<file path="config.mk">
export PLATFORM = sky130hd
export DESIGN_NAME = ks_pipe_adder
export DESIGN_NICKNAME = d
export VERILOG_FILES = /design/src/rtl/ks_pipe_adder.sv
export SDC_FILE = /design/constraint.sdc
export NUM_CORES = 1
export LEC_CHECK = 0
export ABC_AREA = 1
export CORE_MARGIN = 4
export CORE_UTILIZATION = 30
export CTS_CLUSTER_SIZE = 14
export DETAILED_ROUTE_END_ITERATION = 8
export RECOVER_POWER = 25
export SETUP_SLACK_MARGIN = 0.15
export SYNTH_ARGS = -nofsm -noshare
export SYNTH_HDL_FRONTEND = slang
export SYNTH_SLANG_ARGS = --single-unit
</file>
<file path="constraint.sdc">
create_clock -name clk -period 1.62 [get_ports clk]
set_input_delay 0.324 -clock clk [delete_from_list [all_inputs] [get_ports clk]]
set_output_delay 0.324 -clock clk [all_outputs]
set_load 0.1 [all_outputs]
</file>
<file path="src/rtl/ks_pipe_adder.sv">
`default_nettype none
// ============================================================================
//  Module   : ks_pipe_adder
//  Purpose  : Parametrised, pipelined Kogge-Stone adder/subtractor with
//             carry-in modes, status flags, a pass-through tag and a
//             valid/ready handshake with backpressure.
//  Revision : 1.0  initial release
// ----------------------------------------------------------------------------
//  Parameters
//    WIDTH  operand/result width, power of two, 4..32
//    LPS    prefix levels per pipeline stage, 1..log2(WIDTH)
//    TAG_W  sideband tag width, >= 1
//  Ports
//    clk, rst            clock (rising edge), synchronous active-high reset
//    in_valid/in_ready   operand beat handshake
//    in_a, in_b          operands
//    in_cin              carry/borrow-in (ops 01 and 11)
//    in_op               00 a+b, 01 a+b+cin, 10 a-b, 11 a+~b+cin
//    in_tag              sideband tag, returned unchanged in out_tag
//    out_valid/out_ready result beat handshake
//    out_sum             result (modulo 2^WIDTH, or saturated)
//    out_cout            carry out of MSB (subtract: 1 = no borrow)
//    out_ovf             signed overflow of the raw result
//    out_zero            out_sum == 0 (after saturation, if enabled)
//    out_tag             tag of this result
//  Build option
//    KS_SAT_EN           when defined, out_sum saturates on signed overflow
//  Latency: 1 + ceil(log2(WIDTH)/LPS) register banks from input to output.
// ============================================================================
module ks_pipe_adder #(
   parameter int WIDTH = 8,
   parameter int LPS   = 1,
   parameter int TAG_W = 4
) (
   input  logic             clk,
   input  logic             rst,
   input  logic             in_valid,
   output logic             in_ready,
   input  logic [WIDTH-1:0] in_a,
   input  logic [WIDTH-1:0] in_b,
   input  logic             in_cin,
   input  logic [1:0]       in_op,
   input  logic [TAG_W-1:0] in_tag,
   output logic             out_valid,
   input  logic             out_ready,
   output logic [WIDTH-1:0] out_sum,
   output logic             out_cout,
   output logic             out_ovf,
   output logic             out_zero,
   output logic [TAG_W-1:0] out_tag
);

   localparam int NLEV = $clog2(WIDTH);

   // Whole pipe advances together; bubbles are not collapsed.
   logic             w_adv;
   logic [WIDTH-1:0] w_b_eff;
   logic             w_c0;

   always_comb begin
      w_b_eff = in_op[1] ? ~in_b : in_b;
      case (in_op)
         2'b00:   w_c0 = 1'b0;
         2'b10:   w_c0 = 1'b1;
         default: w_c0 = in_cin;
      endcase
   end

   // Level 0 is the operand bank; levels 1..NLEV are prefix levels with
   // span 2^(l-1). A level is registered every LPS levels and at the last one.
   for (genvar l = 0; l <= NLEV; l++) begin : g_lvl
      logic [WIDTH-1:0] w_g;   // group generate, bit i covers [i:-1]
      logic [WIDTH-1:0] w_h;   // half-sum a ^ b_eff, carried to the end
      logic             w_c;   // carry-in, needed for sum bit 0
      logic             w_v;
      logic [TAG_W-1:0] w_t;

      if (l == 0) begin : g_src
         logic [WIDTH-1:0] r_g;
         logic [WIDTH-1:0] r_h;
         logic             r_c;
         logic             r_v;
         logic [TAG_W-1:0] r_t;

         always_ff @(posedge clk) begin
            if (rst) begin
               r_g <= '0;
               r_h <= '0;
               r_c <= 1'b0;
               r_v <= 1'b0;
               r_t <= '0;
            end else if (w_adv) begin
               r_g <= in_a & w_b_eff;
               r_h <= in_a ^ w_b_eff;
               r_c <= w_c0;
               r_v <= in_valid;
               r_t <= in_tag;
            end
         end

         // Carry-in folded into bit 0 so the prefix tree yields carries
         // directly: after the last level, w_g[i] is the carry into bit i+1.
         assign w_g = {r_g[WIDTH-1:1], r_g[0] | (r_h[0] & r_c)};
         assign w_h = r_h;
         assign w_c = r_c;
         assign w_v = r_v;
         assign w_t = r_t;
      end else begin : g_pfx
         localparam int SPAN = 1 << (l - 1);
         localparam bit BANK = ((l % LPS) == 0) || (l == NLEV);
         logic [WIDTH-1:0] w_ng;

         assign w_ng = g_lvl[l-1].w_g |
                       (g_lvl[l-1].g_p.w_p &
                        {g_lvl[l-1].w_g[WIDTH-1-SPAN:0], {SPAN{1'b0}}});

         if (BANK) begin : g_bank
            logic [WIDTH-1:0] r_g;
            logic [WIDTH-1:0] r_h;
            logic             r_c;
            logic             r_v;
            logic [TAG_W-1:0] r_t;

            always_ff @(posedge clk) begin
               if (rst) begin
                  r_g <= '0;
                  r_h <= '0;
                  r_c <= 1'b0;
                  r_v <= 1'b0;
                  r_t <= '0;
               end else if (w_adv) begin
                  r_g <= w_ng;
                  r_h <= g_lvl[l-1].w_h;
                  r_c <= g_lvl[l-1].w_c;
                  r_v <= g_lvl[l-1].w_v;
                  r_t <= g_lvl[l-1].w_t;
               end
            end

            assign w_g = r_g;
            assign w_h = r_h;
            assign w_c = r_c;
            assign w_v = r_v;
            assign w_t = r_t;
         end else begin : g_thru
            assign w_g = w_ng;
            assign w_h = g_lvl[l-1].w_h;
            assign w_c = g_lvl[l-1].w_c;
            assign w_v = g_lvl[l-1].w_v;
            assign w_t = g_lvl[l-1].w_t;
         end
      end

      // Group propagate is only consumed by the following level, so the
      // last level has none.
      if (l < NLEV) begin : g_p
         logic [WIDTH-1:0] w_p;

         if (l == 0) begin : g_src
            assign w_p = w_h;
         end else begin : g_pfx
            localparam int SPAN = 1 << (l - 1);
            localparam bit BANK = ((l % LPS) == 0);
            logic [WIDTH-1:0] w_np;

            // Low SPAN bits are ANDed with 1 so they pass unchanged.
            assign w_np = g_lvl[l-1].g_p.w_p &
                          {g_lvl[l-1].g_p.w_p[WIDTH-1-SPAN:0], {SPAN{1'b1}}};

            if (BANK) begin : g_bank
               logic [WIDTH-1:0] r_p;
               always_ff @(posedge clk) begin
                  if (rst) begin
                     r_p <= '0;
                  end else if (w_adv) begin
                     r_p <= w_np;
                  end
               end
               assign w_p = r_p;
            end else begin : g_thru
               assign w_p = w_np;
            end
         end
      end
   end

   // Output stage, combinational from the last bank.
   logic [WIDTH-1:0] w_gf;
   logic [WIDTH-1:0] w_raw;
   logic [WIDTH-1:0] w_sum;
   logic             w_cout;
   logic             w_ovf;

   assign w_gf   = g_lvl[NLEV].w_g;
   assign w_raw  = g_lvl[NLEV].w_h ^ {w_gf[WIDTH-2:0], g_lvl[NLEV].w_c};
   assign w_cout = w_gf[WIDTH-1];
   // Signed overflow: carry into the MSB differs from carry out of it.
   assign w_ovf  = w_gf[WIDTH-1] ^ w_gf[WIDTH-2];

`ifdef KS_SAT_EN
   // On overflow both operands share a sign, and cout equals that sign.
   assign w_sum = w_ovf ? {w_cout, {(WIDTH-1){~w_cout}}} : w_raw;
`else
   assign w_sum = w_raw;
`endif

   assign out_valid = g_lvl[NLEV].w_v;
   assign w_adv     = ~out_valid | out_ready;
   assign in_ready  = w_adv;
   assign out_sum   = w_sum;
   assign out_cout  = w_cout;
   assign out_ovf   = w_ovf;
   assign out_zero  = (w_sum == '0);
   assign out_tag   = g_lvl[NLEV].w_t;

endmodule
`default_nettype wire

</file>
# [After elaboration in Yosys (flattened, before gate mapping)]
# Index checks and enable logic that the tools add are counted.
[totals] register_bits=104 latch_bits=0 mem_bits_rw=0 rom_bits=0 in_bits=27 n_memories=0
[op_classes] addsub=0 mul=0 div_mod_pow=0 order_cmp=0 n_eq_ne=1 shift=0 mux=2 bitwise_logic=17 n_reduce_logical=2
[ops] cell="bitwise AND 8 bit" count=6
[ops] cell="OR 8 bit" count=3
[ops] cell="bitwise XOR 8 bit" count=2
[ops] cell="logical NOT 8 bit" count=1
[ops] cell="two-way mux 8 bit" count=1
[ops] cell="inverter 8 bit" count=1
[ops] cell="== test 2 bit (second input constant)" count=1
[ops] cell="logical NOT 2 bit" count=1
[ops] cell="OR 1 bit" count=2
[ops] cell="one-hot mux 1 bit (2 select lines)" count=1
[ops] cell="bitwise AND 1 bit" count=1
[ops] cell="inverter 1 bit" count=1
[ops] cell="bitwise XOR 1 bit" count=1

# [Logic depth before layout (Yosys ltp)]
# Gate-level depths: netlist of the first run.
[depth] ltp_word=4 depth_mapped=7

# [Worst setup path before layout of the first run]
# OpenSTA, ideal clock, no wires.
[synth_path] path_kind="flip-flop to output port" from="register g_lvl[3].g_pfx.g_bank.r_h[2]" to="output port out_zero" arrival_ns=2.539 setup_slack_ns=-1.243 stages_incl_launch_ff=7 path_cell_list="dfxtp_1 inv_1 nand2_1 nand2_1 nor2_1 nand2_1 nor2_1"
[synth_via] elab_chain_len=2
[synth_rtl] element="start, declared" line="119" source="logic [WIDTH-1:0] r_h;"
[synth_rtl] element="start signal, assigned" line="133" source="r_h <= g_lvl[l-1].w_h;"
[synth_rtl] element="bitwise XOR 8 bit" line="195" source="assign w_raw = g_lvl[NLEV].w_h ^ {w_gf[WIDTH-2:0], g_lvl[NLEV].w_c};"
[synth_rtl] element="net out_sum[2]" line="46" source="output logic [WIDTH-1:0] out_sum,"
[synth_rtl] element="logical NOT 8 bit" line="213" source="assign out_zero = (w_sum == '0);"
[synth_rtl] element="end, declared" line="49" source="output logic out_zero,"
# The timed path passes the listed nets, and every way through them passes these cells.

# [Worst setup path after layout of the first run]
[layout_path] from="register g_lvl[3].g_pfx.g_bank.r_g[5]" to="output port out_zero"
[layout_via] elab_chain_len=2
[layout_rtl] element="start, declared" line="118" source="logic [WIDTH-1:0] r_g;"
[layout_rtl] element="start signal, assigned" line="132" source="r_g <= w_ng;"
[layout_rtl] element="bitwise XOR 8 bit" line="195"
[layout_rtl] element="logical NOT 8 bit" line="213"
# No other way between the ends.

==> flow_summary.toml, run 1 <==
[outcome]
outcome = "finished, violations left"
failed_checks = "setup timing"

[global_routing]
grt_max_degree = 46
track_usage_pct = 12.32
antenna_found_initial = 0
grt_pass1_vias = 3150
grt_pass1_wl_mm = 14.68
overflow = 0

[synthesis]
synthXorXnorAreaFrac_pct = 2.047
synth_seq_cells = 98
synth.avg_cell_area_um2 = 7.685
synthCells = 501
synth_fa_ha_area_share_pct = 2.600
syn_nets = 536
synth_compound_area_share_pct = 17.94
yosysWarnings = 0
synthSimpleGateAreaFrac_pct = 18.85
synth_top_family_by_area = "simple AND/OR/NAND/NOR gates"
syn-cell-area_um2 = 3850
ys_seq_area_share_pct = 50.96
synthMuxAreaShare_pct = 0
yosysUniqueCellTypes = 18

[final_layout]
antenna_cells = 0
fill_cells = 1302
final_nets = 577
drive_above_1_share_pct = 20.66
design_area_um2 = 5172
area_growth_pct = 34.35
layout.cells.non_filler = 719
final_core_util_pct = 41.15

[cts]
cts_buffer_depth = 2
htreeDepth = 3
cts_buffers = 9
clock_sinks = 98
insertion_delay_ns = 0.34
cts_tree = "done"
cts.clk_slew.worst_paths_ns = 0.07
cts_root_buffer = "clkbuf_16"
ctsHoldBuffers = 0

[detailed_routing]
wl_per_cell_um = 11.95
dr.pass1.iters = 6
viasPerCell = 4.484
num_vias = 3224
drc = 0
drt_iter0_markers = 149
ant_nets = 0
wl_mm = 8.594

[setup_path]
ff2ff_setup_slack_ns = 0.21
worst_setup_path_start_kind = "flip-flop"
crit_required_ns = 1.30
arrival_ns = 1.34
crit_type = "reg2out"
path_max_fanout = 3
end_kind = "primary output"

[hold_path]
hold_path_class = "reg2reg"

[power_and_ir_drop]
power.density_nw_per_um2 = 1090
power_leakage_uw = 0.002059
ir_drop_mv = 0.5644

[sta]
finalWorstSetupSlack_ns = -0.04738
final.min_clock_period_ns = 1.667
fin_skew_ns = 0.006048
setup_viol = 1
maxSlewViolCount = 0
fmax_mhz = 599.7
hold_viol_final = 0
max-slew-margin-rel_pct = 64.10
tightest_slew_ns = 0.5408
min_period_over_period_pct = 102.9
setup-tns-final_ns = -0.04738
rsz0062_at_grt = "true"

[placed_design]
numPortBuffers = 43
postPlaceCellArea_um2 = 4827
post-place-cells = 698
post-dp-hpwl_mm = 5.819
place_congestion = 0.7398

[floorplanning]
fp.dieW_um = 121.3
core_um2 = 12570
io_pins = 44
die_h_um = 121.3
rows = 41
floorplan.initialDensity_pct = 30.63
dieArea_um2 = 14710

[flow_run]
drv_cap = 0
[cell families after synthesis]
kind of cell               count (synthesis)
and+or+nand+nor                          189
AOI/OAI and AO/OA                        138
DFF                                       98
buffers and inverters                     59
xor gates and xnor gates                   9
adders and majority gates                  8
[synth_stat cells]
cell type  number  area, um^2
nand2_1        66       247.7
ha_1            8       100.1
clkbuf_2        1       5.000
a21oi_1        56       280.3
buf_6           5       56.30
clkbuf_1       11       41.29
dfxtp_1        98        1962
o21ai_1         2       10.01
nand3_1         7       35.03
inv_1          26       97.59
inv_4           1       6.260
buf_2          11       55.05
o21ai_0        80       400.4
clkinv_4        1       8.760
xor2_1          9       78.83
nor2_1        115       431.7
nand2_4         1       11.26
buf_4           3       22.52
[flip-flops by register name, indices dropped and copies added (netlist names)]
name                        flops
g_lvl.g_pfx.g_bank.r_c          3
g_lvl.g_pfx.g_bank.r_g         24
g_lvl.g_p.g_pfx.g_bank.r_p     10
g_lvl.g_src.r_v                 1
out_valid                       1
g_lvl.g_src.r_t                 4
g_lvl.g_p.w_p                   8
g_lvl.g_pfx.g_bank.r_v          2
out_tag                         4
g_lvl.g_pfx.g_bank.r_t          8
g_lvl.g_src.r_g                 8
g_lvl.g_src.r_c                 1
g_lvl.g_pfx.g_bank.r_h         24
[metrics by stage]
step                worst slack, ns  power [uW]  hold slack, ns
detailed placement         -0.05982        3550          0.4512
CTS                        -0.08164        5719          0.4619
finish                     -0.04738        5636          0.4550
global placement           0.007725        3533          0.4434
floorplan                  -0.03021        3231          0.4245
global route                -0.1292        5888          0.4802
[where the power goes]
group / total, uW / switching [uW] / internal, uW
Sequential: 2640 / 104 / 2540
Combinational: 864 / 512 / 352
Clock: 2130 / 921 / 1210
Total: 5640 / 1540 / 4100
[placed cells by master, fill, tap and decap left out, drive strengths merged]
cell type | netlist | layout
nand2 | 67 | 67
ha | 8 | 8
clkbuf | 12 | 14
nor2 | 115 | 115
dfxtp | 98 | 98
inv | 27 | 30
o21ai | 82 | 82
buf | 19 | 30
nand3 | 7 | 7
clkdlybuf4s50 | 0 | 26
bufinv | 0 | 1
a21oi | 56 | 56
xor2 | 9 | 9
clkinv | 1 | 4
[path summary, 6_finish.rpt]
| path | cells after the start | end | from |
|---|---|---|---|
| setup / recovery | 7 | out_zero | g_lvl[3].g_pfx.g_bank.r_g[5] |
| hold / removal | 2 | g_lvl[0].g_src.r_g[0] | g_lvl[0].g_src.r_g[0] |
| setup reg to reg | 6 | g_lvl[2].g_pfx.g_bank.r_h[7] | out_valid |
| hold reg to reg | 2 | g_lvl[0].g_src.r_g[0] | g_lvl[0].g_src.r_g[0] |
[routing by layer]
metal | vias up | wire length (um) | track usage, % | share of wire (%)
met5 | - | 0 | 0 | 0
met4 | 0 | 92 | 3.992 | 1.1
met3 | 7 | 298 | 3.170 | 3.5
met2 | 48 | 4035 | 20.07 | 47
met1 | 1467 | 4168 | 15.92 | 48
li1 | 1702 | - | - | -
[timing repair]
item / 4_1_cts / 5_1_grt
setup buffers: 3 / 2
resized for setup: 29 / 26
pin swaps: 16 / 10
endpoints found under the setup margin: 3 / 10
[critical path, cell delays in order, from the launching register on]
cell and delay (ns):
dfxtp_4 0.37, inv_2 0.04, nand2_4 0.08, nand2_8 0.05
nor2_4 0.10, nand2_2 0.06, nor2_4 0.12, buf_12 0.18
[cell type report]
class | count | area, um^2 | share of cell area (%)
Sequential cell | 98 | 2007 | 38.80
Multi-Input combinational cell | 344 | 1832 | 35.41
Clock inverter | 7 | 76.32 | 1.476
Inverter | 28 | 110.1 | 2.129
Tap cell | 172 | 215.2 | 4.161
Timing Repair Buffer | 61 | 706.9 | 13.67
Clock buffer | 9 | 225.2 | 4.354
No activity file was read; power rests on OpenSTA's default activity.
==> inputs of run 2 (changes only) <==
--- a/config.mk
+++ b/config.mk
@@ -11,4 +11,5 @@
 export CTS_CLUSTER_SIZE = 14
 export DETAILED_ROUTE_END_ITERATION = 8
+export MAX_ROUTING_LAYER = met4
 export RECOVER_POWER = 25
 export SETUP_SLACK_MARGIN = 0.15
==> constraint.sdc (replaced) <==
create_clock -name clk -period 1.62 [get_ports clk]
set_input_delay 0.324 -clock clk [delete_from_list [all_inputs] [get_ports clk]]
set_output_delay 0.324 -clock clk [all_outputs]
set_load 0.01 [all_outputs]
==> run 2 against run 1 <==
  * The flow now finishes without violations
  * Sequential cell count unchanged
  * Non-clock buffer count is 13 higher
  * Design area is 5.0% lower
  * Largest cell class unchanged
  * Die area did not move
  * Clock power is 7% lower
  * Clock skew is 0.0025 ns higher
  * Wire length fell by 3.2%
  * Sequential share of layout area grew 1.6 points
==> flow_summary.toml, run 2 (synthesis gave the netlist of run 1 again) <==
[global_routing]
grt_pass1_wl_mm = 14.03
antenna_found_initial = 0
grt_max_degree = 44
track_usage_pct = 12.07
grt_pass1_vias = 3089
overflow = 0

[detailed_routing]
drc = 0
dr.pass1.iters = 5
wl_per_cell_um = 11.36
viasPerCell = 4.393
num_vias = 3216
wl_mm = 8.315
drt_iter0_markers = 273
ant_nets = 0

[cts]
clock_sinks = 98
cts_buffers = 9
cts.clk_slew.worst_paths_ns = 0.06
cts_buffer_depth = 2
insertion_delay_ns = 0.34
ctsHoldBuffers = 0
cts_tree = "done"
cts_root_buffer = "clkbuf_16"
htreeDepth = 3

[setup_path]
crit_top_cell = "nor2_1"
slowest_delay_ns = 0.33
end_kind = "primary output"
worst_setup_path_start_kind = "flip-flop"
path_max_fanout = 3
arrival_ns = 1.23
crit_required_ns = 1.30
crit_type = "reg2out"
critPathSlowestCell = "dfxtp_2"
path_cells = "nor2_1 > nor2_2 > nor2_1 > nand2_1 > nor2_1 > buf_2"

[power_and_ir_drop]
power_leakage_uw = 0.002028
total_power_uw = 5175
ir_drop_mv = 0.5008
power.density_nw_per_um2 = 1053

[final_layout]
final_cell_mix = "nor2_1 (105), dfxtp_1 (82), o21ai_0 (80), nand2_1 (58), a21oi_1 (56)"
final_common_cell = "nor2_1"
area_growth_pct = 27.62
fill_cells = 1332
drive_above_1_share_pct = 17.14
design_area_um2 = 4913
final_nets = 590
antenna_cells = 0
reg_top3 = "g_lvl.g_pfx.g_bank.r_g (24), g_lvl.g_pfx.g_bank.r_h (24), g_lvl.g_p.g_pfx.g_bank.r_p (10)"

[sta]
rsz0062_at_grt = "true"
maxSlewViolCount = 0
max-slew-margin-rel_pct = 66.03
tightest_slew_ns = 0.5096
hold_viol_final = 0
fin_skew_ns = 0.008543
setup-tns-final_ns = 0
holdWs_ns = 0.4510
min_period_over_period_pct = 95.71
final.min_clock_period_ns = 1.551
fmax_mhz = 644.9
finalWorstSetupSlack_ns = 0.06943
setup_viol = 0

[placed_design]
place_congestion = 0.7434
postPlaceCellArea_um2 = 4636
post-place-ws_ns = -0.1286
post-dp-hpwl_mm = 5.601
numPortBuffers = 43

[floorplanning]
floorplan.initialDensity_pct = 30.63
dieArea_um2 = 14710
rows = 41
fp.dieW_um = 121.3
io_pins = 44
die_h_um = 121.3
core_um2 = 12570

[flow_run]
drv_cap = 0

[outcome]
outcome = "finished, final reports clean"

[hold_path]
hold_path_class = "reg2reg"
run 2: changes by cell type in the layout (fill, tap and decap cells not counted), sizes merged:
cell / previous run / this run
bufinv: 1 / 0
inv: 30 / 27
clkinvlp: 0 / 3
buf: 30 / 36
dlygate4sd2: 0 / 6
clkbuf: 14 / 17
clkinv: 4 / 3
run 2: per-layer routing:
metal / vias to the layer above / track usage, % / share of wire [%]
met2: 39 / 19.97 / 48
met5: - / - / 0
met4: 0 / 3.151 / 1.1
li1: 1722 / - / -
met3: 7 / 3.310 / 3.4
met1: 1448 / 14.60 / 48
run 2: repair_timing:
action	4_1_cts	5_1_grt
gates cloned	0	0
setup endpoints to repair	17	9
pin swaps	5	8
resized for setup	70	26
setup buffers	0	0
run 2: path summary, 6_finish.rpt:
path                                                    from                      endpoint  slack, ns  cells past startpoint
worst max-delay path            g_lvl[3].g_pfx.g_bank.r_h[1]                      out_zero       0.07                      6
worst min-delay path                   g_lvl[0].g_src.r_g[0]         g_lvl[0].g_src.r_g[0]       0.45                      2
worst max register to register                     out_valid  g_lvl[3].g_pfx.g_bank.r_g[5]       0.29                      5
worst min register to register         g_lvl[0].g_src.r_g[0]         g_lvl[0].g_src.r_g[0]       0.45                      2
run 2: layout make-up:
cell class                      count  area, um^2  share of cell area [%]
Sequential cell                    98        1984                   40.39
Multi-Input combinational cell    344        1640                   33.38
Timing Repair Buffer               74       678.2                   13.80
Clock buffer                       11       242.7                   4.940
Tap cell                          172       215.2                   4.380
Inverter                           28       112.6                   2.292
Clock inverter                      5       40.04                  0.8149
run 2: report_power, final:
group	total (uW)	leakage [uW]	internal [uW]	switching [uW]
Sequential	2640	0.000809	2540	95.4
Combinational	542	0.00109	275	268
Clock	1990	0.000128	1090	904
run 2: worst max-delay path: cells and delay by family (launching register included):
| family | cells | cell delay [ns] |
|---|---|---|
| buffers and inverters | 1 | 0.14 |
| DFF | 1 | 0.33 |
| and+or+nand+nor | 5 | 0.42 |
run 2: metrics by stage:
step / util, % / instances
finish: 39.09 / 732
global route: 39.09 / 732
CTS: 39.02 / 732
detailed placement: 36.88 / 716
global placement: 36.88 / 716
floorplan: - / 501
